<file path="src/rtl/halfword_burst_arbiter.sv">
// -----------------------------------------------------------------------------
// halfword_burst_arbiter
//
// Shares the reader side of one half-width-read FIFO between two consumers.
// Each consumer asks for a burst of N halfwords. Bursts are granted
// round-robin, and each burst is streamed out as full-word beats (two
// halfwords) and at most one trailing half-word beat.
//
// Ports:
//   clk, reset            - clock, synchronous active-high reset
//   req[1:0]              - per-requester burst request, held until granted
//   req_len0 / req_len1   - burst length in halfwords, sampled at grant
//   grant[1:0]            - one-hot owner of the current burst, 0 when idle
//   done[1:0]             - one-cycle pulse to the owner after its last beat
//   out_valid/out_ready   - output beat handshake
//   out_data              - beat data (only the low half is meaningful on half beats)
//   out_half              - current beat carries a single halfword
//   fifo_read             - FIFO read strobe (same cycle as the accepted beat)
//   fifo_only_read_half   - FIFO pops one halfword instead of two
//   fifo_dataout          - FIFO first-word-fallthrough data, next halfword low
//   fifo_fill_level       - FIFO content in halfwords
// -----------------------------------------------------------------------------
module halfword_burst_arbiter #(
   parameter int WIDTH    = 32,
   parameter int DEPTH    = 32,
   parameter int MAXBURST = 64,
   parameter int FILLBITS = $clog2(DEPTH*2+1),
   parameter int LENBITS  = $clog2(MAXBURST+1)
) (
   input  logic                clk,
   input  logic                reset,
   input  logic [1:0]          req,
   input  logic [LENBITS-1:0]  req_len0,
   input  logic [LENBITS-1:0]  req_len1,
   output logic [1:0]          grant,
   output logic [1:0]          done,
   output logic                out_valid,
   input  logic                out_ready,
   output logic [WIDTH-1:0]    out_data,
   output logic                out_half,
   output logic                fifo_read,
   output logic                fifo_only_read_half,
   input  logic [WIDTH-1:0]    fifo_dataout,
   input  logic [FILLBITS-1:0] fifo_fill_level
);

   typedef enum logic [1:0] {
      S_IDLE,
      S_XFER,
      S_DONE
   } state_t;

   state_t             state, state_nxt;
   logic [1:0]         grant_q, grant_nxt;
   logic [LENBITS-1:0] remaining, remaining_nxt;
   logic               last_grant, last_grant_nxt;   // index of previous owner
   logic               winner;

   logic full_ok;
   logic half_ok;
   logic beat_valid;
   logic xfer_fire;

   // Oversized requests are cut down to the largest supported burst.
   function automatic logic [LENBITS-1:0] clamp_len(input logic [LENBITS-1:0] len);
      return (len > LENBITS'(MAXBURST)) ? LENBITS'(MAXBURST) : len;
   endfunction

   // The beat type is chosen from remaining, so a full beat is only offered
   // when two halfwords are still owed; remaining can therefore never wrap.
   // A full beat is never split into halves while the FIFO is short: it stalls.
   assign full_ok    = (remaining >= LENBITS'(2)) && (fifo_fill_level >= FILLBITS'(2));
   assign half_ok    = (remaining == LENBITS'(1)) && (fifo_fill_level != '0);
   assign beat_valid = (state == S_XFER) && (full_ok || half_ok) && !reset;
   assign xfer_fire  = beat_valid && out_ready;

   // Next-state and burst bookkeeping.
   // NOTE: every signal assigned in this block gets a default first, so no
   // path through the case leaves a value unassigned and no latch is inferred.
   always_comb begin
      state_nxt      = state;
      grant_nxt      = grant_q;
      remaining_nxt  = remaining;
      last_grant_nxt = last_grant;
      winner         = 1'b0;

      case (state)
         S_IDLE: begin
            if (req != 2'b00) begin
               // On a tie the requester that did not own the last burst wins.
               winner        = (req == 2'b11) ? ~last_grant : req[1];
               grant_nxt     = winner ? 2'b10 : 2'b01;
               remaining_nxt = clamp_len(winner ? req_len1 : req_len0);
               state_nxt     = S_XFER;
            end
         end

         S_XFER: begin
            if (remaining == '0) begin
               // Zero-length burst: no beats, straight to completion.
               state_nxt = S_DONE;
            end else if (xfer_fire) begin
               remaining_nxt = remaining - (half_ok ? LENBITS'(1) : LENBITS'(2));
               if (remaining_nxt == '0) begin
                  state_nxt = S_DONE;
               end
            end
         end

         S_DONE: begin
            last_grant_nxt = grant_q[1];
            grant_nxt      = 2'b00;
            state_nxt      = S_IDLE;
         end

         default: begin
            state_nxt = S_IDLE;
            grant_nxt = 2'b00;
         end
      endcase
   end

   // NOTE: sequential state uses non-blocking assignments so every register
   // samples the pre-edge values of the others, independent of block order.
   always_ff @(posedge clk) begin
      if (reset) begin
         state      <= S_IDLE;
         grant_q    <= 2'b00;
         remaining  <= '0;
         last_grant <= 1'b1;      // requester 0 wins the first tie
      end else begin
         state      <= state_nxt;
         grant_q    <= grant_nxt;
         remaining  <= remaining_nxt;
         last_grant <= last_grant_nxt;
      end
   end

   // Outputs are forced low for as long as reset is held.
   assign grant               = reset ? 2'b00 : grant_q;
   assign done                = (!reset && state == S_DONE) ? grant_q : 2'b00;
   assign out_valid           = beat_valid;
   assign out_half            = beat_valid && half_ok;
   assign out_data            = beat_valid ? fifo_dataout : '0;
   assign fifo_read           = xfer_fire;
   assign fifo_only_read_half = xfer_fire && half_ok;

endmodule
</file>
<file path="config.mk">
export PLATFORM = sky130hd
export DESIGN_NAME = halfword_burst_arbiter
export DESIGN_NICKNAME = d
export VERILOG_FILES = /design/src/rtl/halfword_burst_arbiter.sv
export SDC_FILE = /design/constraint.sdc
export NUM_CORES = 1
export LEC_CHECK = 0
export CAP_MARGIN = 20
export CORE_ASPECT_RATIO = 0.7
export CORE_UTILIZATION = 29
export DETAILED_ROUTE_END_ITERATION = 7
export PLACE_DENSITY = 0.77
export SLEW_MARGIN = 10
export SYNTH_ARGS = -nofsm -noshare
export SYNTH_HDL_FRONTEND = slang
export SYNTH_SLANG_ARGS = --single-unit
export TNS_END_PERCENT = 1
</file>
<file path="constraint.sdc">
create_clock -name clk -period 2.85 [get_ports clk]
set_input_delay 0.57 -clock clk [delete_from_list [all_inputs] [get_ports clk]]
set_output_delay 0.57 -clock clk [all_outputs]
set_load 0.005 [all_outputs]
</file>
==> flow_summary.yaml <==
drt:
  wl_per_cell_um: 15.7
  drt_first_pass_iters: 4
  via_per_inst: 5.05
  drt_wl_total_um: 5070
  drt_iter0_markers: 183
  ant_nets: 0
  drc: 0
  via_count: 1626
power_and_ir_drop:
  internal_power_mw: 1.09
  switching_power_uw: 839
  clock_power_share: 0.101
  sw_frac_of_total: 0.436
  combPwrFrac: 0.733
  p_per_area_nw_per_um2: 785
  pwr-share-seq: 0.166
  p_total_mw: 1.93
  vdd_drop_max_v: 0.000389
  leakagePower_nw: 1.07
clock_tree:
  clkTransAtPathRegs_ns: 0.06
  htreeDepth: 1
  clk_path_buf_depth: 2
  cts_tree: "yes"
  numCtsBuffers: 3
  clkLatencyLatePin_ns: 0.25
  cts_num_sinks: 12
  cts-root-buf: "clkbuf_8"
critical_path:
  start_kind: "input pin"
  cp_max_fo: 2
  path_buf_inv: 2
  path_depth: 10
  setup.worst_path.end_class: "register"
  required_ns: 3.03
  crit_family: "simple AND/OR/NAND/NOR gates"
  worstRegToRegCells: 10
  crit_arrival_ns: 2.96
  critPathSlowestCell: "clkdlybuf4s50_1"
  r2r_setup_slack_ns: 0.11
  cp_cell_sequence: "clkdlybuf4s50_1, o2111ai_2, inv_2, ha_4, fa_2, or4b_4, or3_4, a21oi_2, o22ai_1, a21oi_1"
  crit_type: "input pin to register"
  max_stage_delay_ns: 0.50
worst_hold_path:
  min_delay_path_depth: 2
  hold_class: "register to register"
synth:
  synthesis.nets: 222
  synthTopCellsByArea: "dfxtp_1 (21%), and2_1 (18%), nand3_1 (4.3%)"
  synth_area_um2: 1170
  synth_most_common_cell: "and2_1"
  avgSynthCellArea_um2: 7.27
  synth.largest_area_cell: "dfxtp_1"
  synth.top_cell.area_share: 0.205
  ys.flop_type: "dfxtp_1"
  synth_warnings: 0
  yosys.cell_types.count: 42
  ys_seq_area_frac: 0.205
  synthCells: 161
  ys_ff_latch: 12
  async_flop_share: 0
  synth_edf_count: 0
  netlist_top_cells_count: "and2_1 (33), dfxtp_1 (12), nand3_1 (10), nor2_1 (10)"
global_route:
  grt_start_max_net_pins: 18
  grt_use_met1: 0.301
  grt_antenna_before_repair: 0
  overflow: 0
  gr-usage-met3: 0.0426
  grtUsageMet2: 0.351
  grt_pass1_vias: 1436
  track_usage: 0.219
  top_usage_layer: "met2"
  grt_pass1_wl_um: 7130
finish:
  instances_no_fill: 322
  diodes: 0
  synthToLayoutAreaGrowth_pct: 110
  n_fill_cell: 342
  fin_nets: 334
  drive_gt1_frac: 0.180
placed_design:
  io_buffers: 97
  gp_congestion: 0.908
  placed_cells: 313
  dp_hpwl_um: 3770
sta:
  rsz0062_at_grt: "no"
  worst_pin_slew_ns: 0.512
  fin_crit_ns: 2.78
  maxSlewViolCount: 0
  finalHoldViolations: 0
  fmax_mhz: 360
  finClkSkew_ns: 0.00262
  slew_headroom: 0.658
  fin_crit_sh: 0.975
  setup_viol: 0
run_status:
  status: "completed"
die:
  initial_utilization: 0.317
  core-area_um2: 3690
  fp.dieArea_um2: 4300
  die_h_um: 55.2
  fp.dieW_um: 78.0
  pin_count: 98
  row_count: 18
run:
  cap_violations: 0
-- logic make-up after synthesis --
kind of cell               synth area share
AOI/OAI and AO/OA                     0.231
xor gates and xnor gates            0.00748
muxes                                0.0171
buffers and inverters                0.0684
adders and majority gates            0.0385
and+or+nand+nor                       0.433
DFF                                   0.205
-- state kept, by name, indices dropped and copies added (netlist names) --
signal      cells
grant_q         2
last_grant      1
state           2
remaining       7
-- metrics by stage --
stage | TNS [ns] | hold slack (ns) | cell area [um2] | utilization | setup WS, ns
floorplan | 0 | 0.445 | 1180 | - | 0.0556
global placement | -10.86 | 0.465 | 2290 | 0.620 | -0.373
detailed placement | -11.58 | 0.476 | 2290 | 0.620 | -0.447
CTS | 0 | 0.485 | 2400 | 0.650 | 0.00809
global route | 0 | 0.508 | 2450 | 0.664 | 0.0202
finish | 0 | 0.478 | 2450 | 0.664 | 0.0713
-- power by group through the flow --
stage	clock network, mW	registers (mW)	logic (mW)
floorplan	0	0.279	0.674
global placement	0	0.303	1.17
detailed placement	0	0.306	1.18
CTS	0.192	0.308	1.31
global route	0.204	0.329	1.52
finish	0.194	0.320	1.41
-- worst register-to-register path: stages (launching register included) --
cell and delay (ns):
dfxtp_1 0.36, nor3_1 0.37, o2111ai_2 0.21, inv_2 0.12, ha_4 0.15, fa_2 0.23
or4b_4 0.49, or3_4 0.36, a21oi_2 0.15, o22ai_1 0.09, a21oi_1 0.14
-- cells in the final DEF (no fill, tap or decap), types with 4 or more instances in the layout --
cell type / instances
and2_1: 33
clkdlybuf4s15_1: 14
buf_4: 16
dfxtp_1: 12
nor2_1: 9
nor2b_1: 4
nor3_1: 4
clkbuf_8: 4
o22ai_1: 5
nor3b_1: 5
a21oi_1: 8
nand3_1: 10
nand2_1: 5
clkdlybuf4s50_1: 59
dlygate4sd2_1: 21
inv_1: 8
-- final cells by class --
cell class | count | area [um2] | share of cell area
clock buffer | 4 | 55.1 | 0.0224
inverter | 9 | 33.8 | 0.0138
multi-input combinational | 130 | 942 | 0.384
sequential | 12 | 240 | 0.0979
tap | 50 | 62.6 | 0.0255
timing repair buffer | 117 | 1120 | 0.456
-- what timing repair did --
| action | in CTS | in global routing |
|---|---|---|
| gates resized for setup | 54 | 27 |
| cloned | 1 | 0 |
| buffers inserted | 2 | 2 |
| setup endpoints to repair | 40 | 25 |
| pin swaps | 11 | 11 |
| hold buffers | 0 | 0 |
-- metal layers --
layer,wire length (um),vias to the layer above,part of all wire
met5,0,-,0
met4,55,0,0.011
met3,349,8,0.069
met2,2560,70,0.51
met1,2100,746,0.41
li1,-,802,-
-- path summary, 6_finish.rpt --
path                               end                      start
max reg2reg  remaining[6]$_SDFFE_PP0P_  remaining[6]$_SDFFE_PP0P_
min reg2reg    last_grant$_SDFFE_PP1N_    last_grant$_SDFFE_PP1N_
min            last_grant$_SDFFE_PP1N_    last_grant$_SDFFE_PP1N_
max          remaining[6]$_SDFFE_PP0P_         fifo_fill_level[0]
(Power assumes the default switching activity.)
